===== src/rtl/wb_arbiter_decoder_pkg.sv =====
// Shared definitions for the two-master WISHBONE arbiter/decoder: FSM encoding,
// master indices and the default-port index rule.
package wb_arbiter_decoder_pkg;

  typedef enum logic [1:0] {
    ST_IDLE = 2'd0,
    ST_BUS  = 2'd1,
    ST_TOUT = 2'd2,
    ST_HOLD = 2'd3
  } state_t;

  localparam logic MASTER_CPU = 1'b0;
  localparam logic MASTER_DMA = 1'b1;

  // The terminator always sits one past the last decoded window.
  function automatic int default_port(input int ns);
    return ns;
  endfunction

endpackage


===== src/rtl/wb_arbiter_decoder_if.sv =====
// Bundle of master-side and slave-side WISHBONE signals around the arbiter/decoder.
// Handshake: a master holds CYC/STB until one of ACK/ERR/RTY terminates the access.
interface wb_arbiter_decoder_if #(
  parameter int NS = 4
);
  logic [59:0]            m_ADR_I;
  logic [1:0]             m_CYC_I;
  logic [1:0]             m_STB_I;
  logic [1:0]             m_WE_I;
  logic [7:0]             m_SEL_I;
  logic [63:0]            m_DAT_I;
  logic [31:0]            m_DAT_O;
  logic [1:0]             m_ACK_O;
  logic [1:0]             m_ERR_O;
  logic [1:0]             m_RTY_O;
  logic                   cpu_space_in;
  logic [29:0]            s_ADR_O;
  logic                   s_WE_O;
  logic [3:0]             s_SEL_O;
  logic [31:0]            s_DAT_O;
  logic [NS:0]            s_CYC_O;
  logic [NS:0]            s_STB_O;
  logic [(NS+1)*32-1:0]   s_DAT_I;
  logic [NS:0]            s_ACK_I;
  logic [NS:0]            s_ERR_I;
  logic [NS:0]            s_RTY_I;
  logic                   cpu_space_cycle;

  // The interconnect is a slave to the masters; the environment takes the other side.
  modport slave (
    input  m_ADR_I, m_CYC_I, m_STB_I, m_WE_I, m_SEL_I, m_DAT_I, cpu_space_in,
    input  s_DAT_I, s_ACK_I, s_ERR_I, s_RTY_I,
    output m_DAT_O, m_ACK_O, m_ERR_O, m_RTY_O,
    output s_ADR_O, s_WE_O, s_SEL_O, s_DAT_O, s_CYC_O, s_STB_O, cpu_space_cycle
  );

  modport master (
    output m_ADR_I, m_CYC_I, m_STB_I, m_WE_I, m_SEL_I, m_DAT_I, cpu_space_in,
    output s_DAT_I, s_ACK_I, s_ERR_I, s_RTY_I,
    input  m_DAT_O, m_ACK_O, m_ERR_O, m_RTY_O,
    input  s_ADR_O, s_WE_O, s_SEL_O, s_DAT_O, s_CYC_O, s_STB_O, cpu_space_cycle
  );
endinterface


===== src/rtl/wb_arbiter_decoder_bus_timeout_counter.sv =====
// Watchdog counter: counts stalled strobe cycles and flags the last allowed one.
module wb_arbiter_decoder_bus_timeout_counter #(
  parameter int TIMEOUT = 255
) (
  input  logic clk,
  input  logic rst,
  input  logic clear,
  input  logic enable,
  output logic expire
);
  localparam int CW = $clog2(TIMEOUT + 1);

  logic [CW-1:0] count;

  always_ff @(posedge clk or posedge rst) begin
    if (rst) begin
      count <= '0;
    end else if (clear) begin
      count <= '0;
    end else if (enable) begin
      count <= count + CW'(1);
    end
  end

  assign expire = (count == CW'(TIMEOUT - 1));
endmodule


===== src/rtl/wb_arbiter_decoder.sv =====
// Two-master round-robin WISHBONE arbiter with address decode to NS windows plus a
// default port, combinational response routing and a stall watchdog.
module wb_arbiter_decoder
  import wb_arbiter_decoder_pkg::*;
#(
  parameter int              NS         = 4,
  parameter logic [NS*32-1:0] SLAVE_BASE = {NS{32'h0}},
  parameter logic [NS*32-1:0] SLAVE_MASK = {NS{32'hFFFF_FFFF}},
  parameter int              TIMEOUT    = 255
) (
  input  logic                 CLK_I,
  input  logic                 reset,
  wb_arbiter_decoder_if.slave  bus,
  output state_t               dbg_state
);
  localparam int SW       = $clog2(NS + 1);
  localparam int DEF_PORT = default_port(NS);

  state_t      state;
  logic        grant;
  logic        last_grant;
  logic        next_grant;
  logic [29:0] g_adr;
  logic        g_cyc, g_stb, g_we;
  logic [3:0]  g_sel;
  logic [31:0] g_dat;
  logic        iack;
  logic [SW-1:0] sel;
  logic        sel_ack, sel_err, sel_rty;
  logic [31:0] sel_dat;
  logic        in_bus, term, expire, timeout;

  always_comb begin
    g_adr = grant ? bus.m_ADR_I[59:30] : bus.m_ADR_I[29:0];
    g_cyc = bus.m_CYC_I[grant];
    g_stb = bus.m_STB_I[grant];
    g_we  = bus.m_WE_I[grant];
    g_sel = grant ? bus.m_SEL_I[7:4] : bus.m_SEL_I[3:0];
    g_dat = grant ? bus.m_DAT_I[63:32] : bus.m_DAT_I[31:0];
  end

  // Lowest matching window wins; CPU interrupt acknowledge always goes to the terminator.
  always_comb begin
    iack = (grant == MASTER_CPU) && bus.cpu_space_in;
    sel  = SW'(DEF_PORT);
    if (!iack) begin
      for (int i = NS - 1; i >= 0; i--) begin
        if (({g_adr, 2'b00} & SLAVE_MASK[32*i +: 32]) == SLAVE_BASE[32*i +: 32]) begin
          sel = SW'(i);
        end
      end
    end
  end

  always_comb begin
    sel_ack = 1'b0;
    sel_err = 1'b0;
    sel_rty = 1'b0;
    sel_dat = '0;
    for (int i = 0; i <= NS; i++) begin
      if (sel == SW'(i)) begin
        sel_ack = bus.s_ACK_I[i];
        sel_err = bus.s_ERR_I[i];
        sel_rty = bus.s_RTY_I[i];
        sel_dat = bus.s_DAT_I[32*i +: 32];
      end
    end
  end

  assign in_bus  = (state == ST_BUS);
  assign term    = in_bus && (sel_ack || sel_err || sel_rty);
  // A termination arriving on the expiry cycle takes precedence over the watchdog.
  assign timeout = in_bus && g_cyc && g_stb && !term && expire;

  wb_arbiter_decoder_bus_timeout_counter #(.TIMEOUT(TIMEOUT)) u_wdog (
    .clk    (CLK_I),
    .rst    (reset),
    .clear  (!in_bus || !g_stb || term),
    .enable (in_bus),
    .expire (expire)
  );

  always_comb begin
    if (bus.m_CYC_I == 2'b11) next_grant = ~last_grant;
    else                      next_grant = bus.m_CYC_I[MASTER_DMA] ? MASTER_DMA : MASTER_CPU;
  end

  always_ff @(posedge CLK_I or posedge reset) begin
    if (reset) begin
      state      <= ST_IDLE;
      grant      <= MASTER_CPU;
      last_grant <= MASTER_DMA;
    end else begin
      case (state)
        ST_IDLE: if (|bus.m_CYC_I) begin
          grant      <= next_grant;
          last_grant <= next_grant;
          state      <= ST_BUS;
        end
        ST_BUS: begin
          if (!g_cyc)       state <= ST_IDLE;
          else if (timeout) state <= ST_TOUT;
        end
        ST_TOUT: state <= ST_HOLD;
        ST_HOLD: if (!g_cyc) state <= ST_IDLE;
        default: state <= ST_IDLE;
      endcase
    end
  end

  always_comb begin
    bus.s_CYC_O = '0;
    bus.s_STB_O = '0;
    for (int i = 0; i <= NS; i++) begin
      if (in_bus && (sel == SW'(i))) begin
        bus.s_CYC_O[i] = g_cyc;
        bus.s_STB_O[i] = g_stb;
      end
    end
    bus.s_ADR_O = in_bus ? g_adr : '0;
    bus.s_WE_O  = in_bus && g_we;
    bus.s_SEL_O = in_bus ? g_sel : '0;
    bus.s_DAT_O = in_bus ? g_dat : '0;
    bus.m_ACK_O = '0;
    bus.m_ERR_O = '0;
    bus.m_RTY_O = '0;
    if (in_bus) begin
      bus.m_ACK_O[grant] = sel_ack;
      bus.m_ERR_O[grant] = sel_err;
      bus.m_RTY_O[grant] = sel_rty;
    end
    if (state == ST_TOUT) bus.m_ERR_O[grant] = 1'b1;
    bus.m_DAT_O         = sel_dat;
    bus.cpu_space_cycle = in_bus && iack;
  end

  assign dbg_state = state;
endmodule


===== src/flat_wrapper.sv =====
// flat-port wrapper written by rule: the top's interface ports become plain ports
module wb_arbiter_decoder_flat import wb_arbiter_decoder_pkg::*;
#(
  parameter int              NS         = 4,
  parameter logic [NS*32-1:0] SLAVE_BASE = {NS{32'h0}},
  parameter logic [NS*32-1:0] SLAVE_MASK = {NS{32'hFFFF_FFFF}},
  parameter int              TIMEOUT    = 255
)
  (CLK_I, reset, dbg_state, bus_m_ADR_I, bus_m_CYC_I, bus_m_STB_I, bus_m_WE_I, bus_m_SEL_I, bus_m_DAT_I, bus_cpu_space_in, bus_s_DAT_I, bus_s_ACK_I, bus_s_ERR_I, bus_s_RTY_I, bus_m_DAT_O, bus_m_ACK_O, bus_m_ERR_O, bus_m_RTY_O, bus_s_ADR_O, bus_s_WE_O, bus_s_SEL_O, bus_s_DAT_O, bus_s_CYC_O, bus_s_STB_O, bus_cpu_space_cycle);
  wb_arbiter_decoder_if #(.NS(NS)) bus_i ();
  input  logic CLK_I;
  input  logic reset;
  output state_t dbg_state;
  input wire logic [$bits(bus_i.m_ADR_I)-1:0] bus_m_ADR_I;
  input wire logic [$bits(bus_i.m_CYC_I)-1:0] bus_m_CYC_I;
  input wire logic [$bits(bus_i.m_STB_I)-1:0] bus_m_STB_I;
  input wire logic [$bits(bus_i.m_WE_I)-1:0] bus_m_WE_I;
  input wire logic [$bits(bus_i.m_SEL_I)-1:0] bus_m_SEL_I;
  input wire logic [$bits(bus_i.m_DAT_I)-1:0] bus_m_DAT_I;
  input wire logic [$bits(bus_i.cpu_space_in)-1:0] bus_cpu_space_in;
  input wire logic [$bits(bus_i.s_DAT_I)-1:0] bus_s_DAT_I;
  input wire logic [$bits(bus_i.s_ACK_I)-1:0] bus_s_ACK_I;
  input wire logic [$bits(bus_i.s_ERR_I)-1:0] bus_s_ERR_I;
  input wire logic [$bits(bus_i.s_RTY_I)-1:0] bus_s_RTY_I;
  output wire logic [$bits(bus_i.m_DAT_O)-1:0] bus_m_DAT_O;
  output wire logic [$bits(bus_i.m_ACK_O)-1:0] bus_m_ACK_O;
  output wire logic [$bits(bus_i.m_ERR_O)-1:0] bus_m_ERR_O;
  output wire logic [$bits(bus_i.m_RTY_O)-1:0] bus_m_RTY_O;
  output wire logic [$bits(bus_i.s_ADR_O)-1:0] bus_s_ADR_O;
  output wire logic [$bits(bus_i.s_WE_O)-1:0] bus_s_WE_O;
  output wire logic [$bits(bus_i.s_SEL_O)-1:0] bus_s_SEL_O;
  output wire logic [$bits(bus_i.s_DAT_O)-1:0] bus_s_DAT_O;
  output wire logic [$bits(bus_i.s_CYC_O)-1:0] bus_s_CYC_O;
  output wire logic [$bits(bus_i.s_STB_O)-1:0] bus_s_STB_O;
  output wire logic [$bits(bus_i.cpu_space_cycle)-1:0] bus_cpu_space_cycle;
  assign bus_i.m_ADR_I = bus_m_ADR_I;
  assign bus_i.m_CYC_I = bus_m_CYC_I;
  assign bus_i.m_STB_I = bus_m_STB_I;
  assign bus_i.m_WE_I = bus_m_WE_I;
  assign bus_i.m_SEL_I = bus_m_SEL_I;
  assign bus_i.m_DAT_I = bus_m_DAT_I;
  assign bus_i.cpu_space_in = bus_cpu_space_in;
  assign bus_i.s_DAT_I = bus_s_DAT_I;
  assign bus_i.s_ACK_I = bus_s_ACK_I;
  assign bus_i.s_ERR_I = bus_s_ERR_I;
  assign bus_i.s_RTY_I = bus_s_RTY_I;
  assign bus_m_DAT_O = bus_i.m_DAT_O;
  assign bus_m_ACK_O = bus_i.m_ACK_O;
  assign bus_m_ERR_O = bus_i.m_ERR_O;
  assign bus_m_RTY_O = bus_i.m_RTY_O;
  assign bus_s_ADR_O = bus_i.s_ADR_O;
  assign bus_s_WE_O = bus_i.s_WE_O;
  assign bus_s_SEL_O = bus_i.s_SEL_O;
  assign bus_s_DAT_O = bus_i.s_DAT_O;
  assign bus_s_CYC_O = bus_i.s_CYC_O;
  assign bus_s_STB_O = bus_i.s_STB_O;
  assign bus_cpu_space_cycle = bus_i.cpu_space_cycle;
  wb_arbiter_decoder #(.NS(NS), .SLAVE_BASE(SLAVE_BASE), .SLAVE_MASK(SLAVE_MASK), .TIMEOUT(TIMEOUT)) u_core (.CLK_I(CLK_I), .reset(reset), .bus(bus_i), .dbg_state(dbg_state));
endmodule

===== config.mk =====
export PLATFORM = sky130hd
export DESIGN_NAME = wb_arbiter_decoder_flat
export DESIGN_NICKNAME = d
export VERILOG_FILES = /design/src/rtl/wb_arbiter_decoder_pkg.sv /design/src/rtl/wb_arbiter_decoder_if.sv /design/src/rtl/wb_arbiter_decoder_bus_timeout_counter.sv /design/src/rtl/wb_arbiter_decoder.sv /design/src/flat_wrapper.sv
export SDC_FILE = /design/constraint.sdc
export NUM_CORES = 1
export LEC_CHECK = 0
export BUFFER_PORTS_ARGS = -buffer_cell sky130_fd_sc_hd__buf_4
export CELL_PAD_IN_SITES_DETAIL_PLACEMENT = 0
export CELL_PAD_IN_SITES_GLOBAL_PLACEMENT = 1
export CORE_AREA = 2 2 168 170
export DETAILED_ROUTE_END_ITERATION = 8
export DIE_AREA = 0 0 170 172
export GPL_ROUTABILITY_DRIVEN = 1
export PLACE_DENSITY_LB_ADDON = 0.1
export SLEW_MARGIN = 40
export SYNTH_ARGS = -nofsm -noshare
export SYNTH_HDL_FRONTEND = slang
export SYNTH_SLANG_ARGS = --single-unit

===== constraint.sdc =====
create_clock -name CLK_I -period 2.8 [get_ports CLK_I]
set_input_delay 0.42 -clock CLK_I [delete_from_list [all_inputs] [get_ports CLK_I]]
set_output_delay 0.42 -clock CLK_I [all_outputs]
set_load 0.02 [all_outputs]

==> impl_metrics.py, run 1 <==
metrics = {
    "run_status": {
        "status": "finished, final reports clean",
    },
    "synth": {
        "synth_area_mm2": 0.00239,
        "synth.ff_latch_count": 12,
        "ys_async_sr_fraction": 1.00,
        "synth_ff_type": "dfrtp_1",
        "post-synth-top-count-cell": "nor2_1",
        "ys_seq_area_frac": 0.126,
        "synthTopCellsByCount": "81 x nor2_1, 72 x mux2i_1, 18 x mux2_1",
        "synth_area_leader_cell": "mux2i_1",
        "synth_edf_count": 0,
        "syn_inst": 304,
        "syn_area_per_cell_um2": 7.87,
        "synthDistinctLibCells": 47,
        "yosys_warnings": 0,
        "synthTopCellsByArea": "mux2i_1 30%, nor2_1 13%, dfrtp_1 12%, mux2_1 8.5%, mux2_2 7.1%",
        "synth_top_cell_area_share": 0.301,
    },
    "global_route": {
        "grt_pass1_vias": 3705,
        "antenna_found_initial": 0,
        "grt_pass1_wl_um": 20900,
        "grt_start_max_net_pins": 54,
        "grt_use_total": 0.0914,
        "grt_overflow_total": 0,
    },
    "clock_network": {
        "root_buffer": "clkbuf_16",
        "htree_levels": 1,
        "cts_buffer_depth": 2,
        "cts_buffers": 3,
        "hold_buffers": 0,
        "clock-sinks": 12,
        "clock_latency_ns": 0.24,
        "cts_tree": "done",
        "path_clk_slew_ns": 0.05,
    },
    "critical_path": {
        "worstSetupEndpointType": "output pin",
        "crit_arrival_ns": 2.30,
        "start_kind": "input pin",
        "crit_fanout": 6,
        "r2r-start": "u_core.grant",
        "crit_start": "bus_m_ADR_I[58]",
        "cp.required_ns": 2.38,
        "rr_worst_depth": 8,
        "path_class": "input pin to output pin",
    },
    "min_path": {
        "hold_path_class": "input pin to asynchronous set/reset pin",
    },
    "route": {
        "vias": 3560,
        "viasPerCell": 3.62,
        "wl_per_cell_um": 15.5,
        "routed_wl_um": 15200,
        "drtAntennaViolNets": 0,
        "drt-initial-drc-count": 80,
        "first_pass_iters": 4,
        "drc": 0,
    },
    "floorplan": {
        "design.core.area_mm2": 0.0275,
        "start_util": 0.0871,
        "placementRows": 61,
        "dieArea_mm2": 0.0292,
        "die_x_um": 170,
        "die_h_um": 172,
        "num_io_pins": 434,
    },
    "place": {
        "numPortBuffers": 322,
        "hpwlAfterDp_um": 12700,
        "post_dp_cell_area_mm2": 0.00529,
        "gp_congestion": 0.774,
        "place_inst": 967,
    },
    "power_and_ir_drop": {
        "internal-power_uw": 1490,
        "seq_power_share": 0.084,
        "power.total_uw": 2810,
        "power_leakage_uw": 0.00283,
        "comb_power_share": 0.812,
        "switchingPower_uw": 1320,
        "switching_share": 0.471,
        "p_per_area_mw_per_mm2": 492,
        "peakVddDrop_mv": 0.313,
        "p_clk_frac": 0.104,
    },
    "timing": {
        "fin_crit_sh": 0.972,
        "finalHoldViolations": 0,
        "relSlewSlack": 0.652,
        "slew_violations": 0,
        "finClkSkew_ns": 0.00222,
        "whs_ns": 0.218,
        "timing.fmax_ghz": 0.368,
        "setup_viol": 0,
        "worstMarginPinSlew_ns": 0.521,
        "grt_setup_unrepaired": "true",
        "fin_crit_ns": 2.72,
    },
    "final_layout": {
        "nets": 956,
        "seqCellArea_um2": 305,
        "antenna_cells": 0,
        "final_util": 0.208,
        "areaGrowthSynthToFinish_pct": 138,
        "drive_gt1_frac": 0.622,
        "fin_cells": 983,
        "multi_input_area_mm2": 0.00210,
        "final_cell_area_mm2": 0.00570,
        "n_fill_cell": 3093,
    },
    "run": {
        "maxCapViolations": 0,
    },
}
==> cell families (layout without fill, tap and decap cells) <==
| kind of cell | after synthesis | count (layout) | synth area share |
|---|---|---|---|
| AOI/OAI and AO/OA | 17 | 17 | 0.0570 |
| muxes | 105 | 105 | 0.457 |
| buffers and inverters | 30 | 358 | 0.0659 |
| adders and majority gates | 2 | 2 | 0.0105 |
| other | 1 | 6 | 0.00157 |
| and+or+nand+nor | 131 | 131 | 0.260 |
| xor gates and xnor gates | 6 | 6 | 0.0220 |
| DFF | 12 | 12 | 0.126 |
==> placed cells by master (no fill, tap or decap), types with 2 or more instances in the layout <==
master     Yosys  final
nand2_1        8      7
nand3_1        5      3
ha_1           2      2
mux2_1        18     17
nor4_1        13      5
buf_12         0      4
a21oi_1        3      3
inv_1          3      3
mux2i_2        0      2
buf_4         10    337
mux2i_1       72     70
nand4b_1       2      2
nor4b_4        1      2
nor4_4         0      3
mux2_2        15     15
clkbuf_16      0      5
nor3_1         6      6
conb_1         1      6
nor4_2         1      6
nor2_1        81     81
nand4_1        2      2
xor2_1         5      5
o21ai_1        2      2
dfrtp_1       11     10
buf_6          0      7
nand3_2        0      2
==> layer usage <==
metal,track usage,up-vias,part of all wire
li1,-,1745,-
met1,0.105,1659,0.38
met2,0.182,148,0.54
met3,0.0149,8,0.067
met4,0.0104,0,0.0076
met5,0,-,0
==> power groups by stage <==
stage / Sequential, µW / Clock [µW] / Combinational, µW
after floorplan: 216 / 0 / 1220
after global placement: 241 / 0 / 2220
after detailed placement: 241 / 0 / 2210
after CTS: 234 / 302 / 2250
after global routing: 243 / 311 / 2460
final: 236 / 293 / 2280
==> worst paths after layout <==
kind,end,slack (ns)
worst min register to register,u_core.last_grant,0.49
worst max register to register,flip-flop,0.52
worst min-delay path,asynchronous set/reset pin,0.22
worst max-delay path,bus_m_DAT_O[27],0.08
min in group CLK_I,u_core.last_grant,0.45
max in group asynchronous,u_core.grant,2.19
==> sequential cells by signal, indices dropped and copies added, names as in the netlist, named ones only <==
signal,cells
u_core.u_wdog.count,8
u_core.dbg_state,1
u_core.grant,1
u_core.last_grant,1
==> per-stage QoR <==
step	setup TNS [ns]	setup slack, ns
2_1_floorplan	0	0.283
3_3_place_gp	-3.12	-0.145
3_5_place_dp	-4.84	-0.179
4_1_cts	0	0.00334
5_1_grt	-0.0612	-0.0107
6_report	0	0.0793
==> critical path, stage by stage <==
cell     delay [ns]
buf_4          0.13
nor4_4         0.27
buf_4          0.14
nand4_1        0.14
a21o_4         0.29
nor2_4         0.11
buf_6          0.15
buf_12         0.13
mux2_1         0.33
buf_4          0.16
==> cell type report <==
type	count	share of cell area
timing repair buffer	351	0.485
multi-input combinational	267	0.368
tap	346	0.0759
sequential	12	0.0535
clock buffer	4	0.0156
inverter	3	0.00197
==> what timing repair did <==
item	CTS	global route
pin swaps	5	4
buffers inserted	4	5
gates cloned	1	2
gates resized for setup	17	16
endpoints found under the setup margin	38	36
(Power assumes the default switching activity.)
==> run 2, diff against run 1 <==
PLACE_DENSITY_LB_ADDON = 0.15   (was 0.1)
==> run 2 against run 1 <==
Compared with the run above: clock power is 2% lower; critical path depth unchanged; power shrank 2.6%; worst setup slack worse by 0.0058 ns; register-to-register slack worse by 0.14 ns; hold slack worse by 0.0069 ns; sequential cell count did not move; non-clock buffer count is 3 lower; clock skew up 0.0027 ns; combinational power shrank 3%; final area is 2.7% higher; routed wire length is 0.19% higher; highest routed layer unchanged.
==> impl_metrics.py, run 2 (same netlist as run 1, synthesis figures left out) <==
metrics = {
    "run_status": {
        "status": "finished, final reports clean",
    },
    "final_layout": {
        "antenna_cells": 0,
        "final_common_cell": "buf_4",
        "final_cell_area_mm2": 0.00586,
        "areaGrowthSynthToFinish_pct": 145,
        "largest_reg_flops": 8,
        "layout_common_cells": "315 x buf_4, 81 x nor2_1, 70 x mux2i_1, 26 x buf_6, 23 x mux2_4",
        "nets": 953,
        "fin_cells": 980,
        "drive_gt1_frac": 0.637,
        "regMostFlops": "u_core.u_wdog.count",
    },
    "clock_network": {
        "htree_levels": 1,
        "root_buffer": "clkbuf_16",
        "cts_buffer_depth": 2,
        "clock-sinks": 12,
        "path_clk_slew_ns": 0.05,
        "clock_latency_ns": 0.24,
        "cts_buffers": 3,
        "hold_buffers": 0,
        "cts_tree": "done",
    },
    "route": {
        "drtAntennaViolNets": 0,
        "met2WireLength_um": 8170,
        "routed_wl_um": 15300,
        "wl_met3_um": 1060,
        "viasPerCell": 3.67,
        "first_pass_iters": 4,
        "wl_met1_um": 5910,
        "drt-initial-drc-count": 116,
        "drc": 0,
        "vias": 3596,
        "wl_per_cell_um": 15.6,
        "top_layer": "met4",
    },
    "critical_path": {
        "cpPeakStageDelay_ns": 0.52,
        "crit_fanout": 5,
        "worstSetupEndpointType": "output pin",
        "r2r-start": "u_core.grant",
        "cp.required_ns": 2.38,
        "slowest_stage": "or4_4",
        "start_kind": "input pin",
        "crit_arrival_ns": 2.31,
        "path_class": "input pin to output pin",
        "crit_chain": "buf_4 -> or4_4 -> nor2_2 -> o2bb2ai_4 -> nor2_4 -> buf_6 -> buf_6 -> mux2i_4 -> o31ai_1 -> buf_4",
        "cp_top_family": "simple AND/OR/NAND/NOR gates",
        "path_buf_inv": 4,
        "crit_start": "bus_m_ADR_I[9]",
    },
    "global_route": {
        "grt_start_max_net_pins": 47,
        "grt_pass1_wl_um": 20700,
        "antenna_found_initial": 0,
        "grt_use_total": 0.0906,
        "grt_overflow_total": 0,
        "grt_pass1_vias": 3701,
    },
    "floorplan": {
        "placementRows": 61,
        "design.core.area_mm2": 0.0275,
        "dieArea_mm2": 0.0292,
        "start_util": 0.0871,
        "die_h_um": 172,
        "num_io_pins": 434,
        "die_x_um": 170,
    },
    "timing": {
        "fin_crit_sh": 0.974,
        "relSlewSlack": 0.591,
        "finalSetupTns_ns": 0,
        "grt_setup_unrepaired": "true",
        "worstMarginPinSlew_ns": 0.596,
        "finalHoldViolations": 0,
        "fin_crit_ns": 2.73,
        "slew_violations": 0,
        "setup_ws_ns": 0.0735,
        "timing.fmax_ghz": 0.367,
        "finClkSkew_ns": 0.00488,
        "setup_viol": 0,
    },
    "place": {
        "post_dp_cell_area_mm2": 0.00530,
        "place_inst": 970,
        "numPortBuffers": 322,
        "hpwlAfterDp_um": 12700,
        "pre_cts_slack_ns": -0.159,
        "gp_congestion": 0.747,
    },
    "run": {
        "maxCapViolations": 0,
    },
    "power_and_ir_drop": {
        "power.total_uw": 2740,
        "p_per_area_mw_per_mm2": 467,
        "peakVddDrop_mv": 0.162,
        "power_leakage_uw": 0.00291,
    },
    "min_path": {
        "hold_path_class": "input pin to asynchronous set/reset pin",
    },
}
[run 2: path summary, 6_finish.rpt]
kind / end / slack, ns / cells after the start
worst min-delay path: u_core.u_wdog.count[0] / 0.21 / 2
worst min register to register: u_core.last_grant / 0.49 / 2
max in group asynchronous: u_core.grant / 2.21 / 2
min in group CLK_I: u_core.last_grant / 0.45 / 3
worst max register to register: flip-flop / 0.38 / 10
worst max-delay path: bus_m_ERR_O[0] / 0.07 / 10
[run 2: metrics by stage]
step | hold WS (ns) | util
after global routing | 0.264 | 0.213
after CTS | 0.237 | 0.206
after detailed placement | 0.483 | 0.193
after floorplan | 0.284 | -
after global placement | 0.476 | 0.193
final | 0.211 | 0.213
[run 2: per-layer routing]
layer  global-route usage  vias up
met3               0.0167        8
met5                    0        -
met4              0.00706        0
met2                0.179      157
met1                0.104     1689
li1                     -     1742
[run 2: timing repair]
item                       in CTS  in global routing
resized for setup              32                 50
setup buffers                   3                  3
pin swaps                       7                  5
setup endpoints to repair      38                 36
gates cloned                    2                  1
[run 2: area by class of cell]
type | instances | area (µm²)
fillers | 3068 | 21600
repair buffers | 348 | 2810
multi-input cells | 267 | 2210
well taps | 346 | 433
flip-flops and latches | 12 | 305
clock buffers | 4 | 88.8
inverters | 3 | 11.3
[run 2: power by group]
group | switching [µW] | total [µW] | internal (µW)
logic | 1190 | 2220 | 1020
registers | 30.8 | 232 | 201
clock network | 72.6 | 288 | 215
==> run 3, diff against run 2 <==
CTS_BUF_LIST = sky130_fd_sc_hd__clkbuf_8   (was not set)
RECOVER_POWER = 50   (was not set)
==> run 3 against run 2 <==
Compared with the run above: first-iteration DRC count down 10%; clock power decreased by 35%; critical path depth did not move; highest routed layer unchanged; sequential cell count unchanged; sequential share of layout area up 0.053 points; clock-buffer cell count did not move; maximum frequency hardly changed; core utilization down 0.21 points; cell count unchanged; via count shrank 0.22%; clock skew hardly changed.
==> impl_metrics.py, run 3 (same netlist as run 1, synthesis figures left out) <==
metrics = {
    "run_status": {
        "status": "finished, final reports clean",
    },
    "clock_network": {
        "clock_latency_ns": 0.24,
        "htree_levels": 1,
        "clock-sinks": 12,
        "path_clk_slew_ns": 0.06,
        "cts_tree": "done",
        "cts_buffers": 3,
        "cts_buffer_depth": 2,
        "root_buffer": "clkbuf_8",
        "hold_buffers": 0,
    },
    "power_and_ir_drop": {
        "p_per_area_mw_per_mm2": 452,
        "internal-power_uw": 1340,
        "switching_share": 0.490,
        "power_leakage_uw": 0.00287,
        "switchingPower_uw": 1290,
        "peakVddDrop_mv": 0.148,
        "p_clk_frac": 0.072,
        "seq_power_share": 0.088,
        "comb_power_share": 0.841,
    },
    "timing": {
        "relSlewSlack": 0.585,
        "setup_viol": 0,
        "grt_setup_unrepaired": "true",
        "setup_ws_ns": 0.0733,
        "finalHoldViolations": 0,
        "worstMarginPinSlew_ns": 0.606,
        "slew_violations": 0,
        "timing.fmax_ghz": 0.367,
        "fin_crit_sh": 0.974,
        "finClkSkew_ns": 0.00455,
        "fin_crit_ns": 2.73,
    },
    "critical_path": {
        "path_class": "input pin to output pin",
        "crit_fanout": 5,
        "start_kind": "input pin",
        "cp.required_ns": 2.38,
        "cpPeakStageDelay_ns": 0.52,
        "crit_arrival_ns": 2.31,
        "slowest_stage": "or4_4",
        "worstSetupEndpointType": "output pin",
        "crit_chain": "buf_4 -> or4_4 -> nor2_2 -> o2bb2ai_4 -> nor2_4 -> buf_6 -> buf_6 -> mux2i_4 -> o31ai_1 -> buf_4",
    },
    "route": {
        "viasPerCell": 3.66,
        "wl_per_cell_um": 15.5,
        "drtAntennaViolNets": 0,
        "routed_wl_um": 15200,
        "drc": 0,
        "drt-initial-drc-count": 104,
        "first_pass_iters": 4,
        "vias": 3588,
    },
    "floorplan": {
        "num_io_pins": 434,
        "start_util": 0.0871,
        "design.core.area_mm2": 0.0275,
        "dieArea_mm2": 0.0292,
        "die_x_um": 170,
        "placementRows": 61,
        "die_h_um": 172,
    },
    "global_route": {
        "grt_pass1_vias": 3697,
        "groute.layer.met2.usage": 0.179,
        "grt_use_total": 0.0905,
        "met3_usage": 0.0167,
        "top_usage_layer": "met2",
        "grt_overflow_total": 0,
        "use_met1": 0.104,
        "antenna_found_initial": 0,
        "grt_start_max_net_pins": 47,
        "grt_pass1_wl_um": 20600,
    },
    "final_layout": {
        "final_util": 0.211,
        "final_common_cell": "buf_4",
        "areaGrowthSynthToFinish_pct": 143,
        "regMostFlops": "u_core.u_wdog.count",
        "final_cell_area_mm2": 0.00580,
        "largest_reg_flops": 8,
        "layout_common_cells": "308 x buf_4, 81 x nor2_1, 70 x mux2i_1, 26 x buf_6, 23 x mux2_4",
        "antenna_cells": 0,
        "nets": 953,
        "drive_gt1_frac": 0.626,
    },
    "run": {
        "maxCapViolations": 0,
    },
    "min_path": {
        "hold_path_class": "input pin to asynchronous set/reset pin",
    },
    "place": {
        "hpwlAfterDp_um": 12700,
        "numPortBuffers": 322,
        "gp_congestion": 0.747,
        "pre_cts_slack_ns": -0.159,
        "post_dp_cell_area_mm2": 0.00530,
    },
}
==> run 3: cell count changes in the layout (fill, tap and decap cells not counted), moves of 3 or more <==
cell | before | now
clkbuf_8 | 1 | 4
clkbuf_16 | 4 | 1
buf_4 | 315 | 308
clkbuf_1 | 0 | 6
==> run 3: cell type report <==
cell class	instances	area [µm²]
Sequential cell	12	305
Clock buffer	4	55.1
Fill cell	3079	21700
Timing Repair Buffer	348	2790
Inverter	3	11.3
Multi-Input combinational cell	267	2210
Tap cell	346	433
==> run 3: power by group through the flow <==
stage                     clock network [µW]  logic (µW)  registers (µW)
final                                    188        2200             230
after global placement                     0        2180             228
after detailed placement                   0        2180             227
after floorplan                            0        1220             216
after CTS                                193        2210             230
after global routing                     202        2360             236
==> run 3: routing by layer <==
metal | share of wire | routed length [µm] | vias up
li1 | - | - | 1739
met1 | 0.39 | 5910 | 1684
met2 | 0.54 | 8150 | 157
met3 | 0.069 | 1060 | 8
met4 | 0.0074 | 113 | 0
met5 | 0 | 0 | -
==> run 3: worst max-delay path: cells and delay by family <==
kind                   cells  cell delay, ns
AND/OR/NAND/NOR            3            0.90
multiplexers               1            0.22
buffers and inverters      4            0.55
AO/OA/AOI/OAI              2            0.21
==> run 3: worst paths after layout <==
path                            slack (ns)                      to               from  depth (start not counted)
worst min register to register        0.49       u_core.last_grant  u_core.last_grant                          2
worst max register to register        0.38               flip-flop       u_core.grant                         10
worst max-delay path                  0.07          bus_m_ERR_O[0]     bus_m_ADR_I[9]                         10
worst min-delay path                  0.21  u_core.u_wdog.count[7]              reset                          2
min in group CLK_I                    0.45       u_core.last_grant     bus_m_CYC_I[1]                          3
max in group asynchronous             2.22            u_core.grant              reset                          2
==> run 3: stage by stage <==
step                      instances  TNS [ns]  total power (µW)  hold WS [ns]
after floorplan                 309         0              1440         0.284
after global placement          970     -2.49              2410         0.476
after detailed placement        970     -4.43              2410         0.483
after CTS                       978    -0.642              2640         0.227
after global routing            980    -0.116              2790         0.259
final                           980         0              2620         0.208
==> run 3: timing repair <==
| action | 4_1_cts | 5_1_grt |
|---|---|---|
| pin swaps | 7 | 5 |
| cloned | 2 | 1 |
| endpoints found under the setup margin | 38 | 36 |
| setup buffers | 3 | 3 |
| gates resized for setup | 31 | 51 |
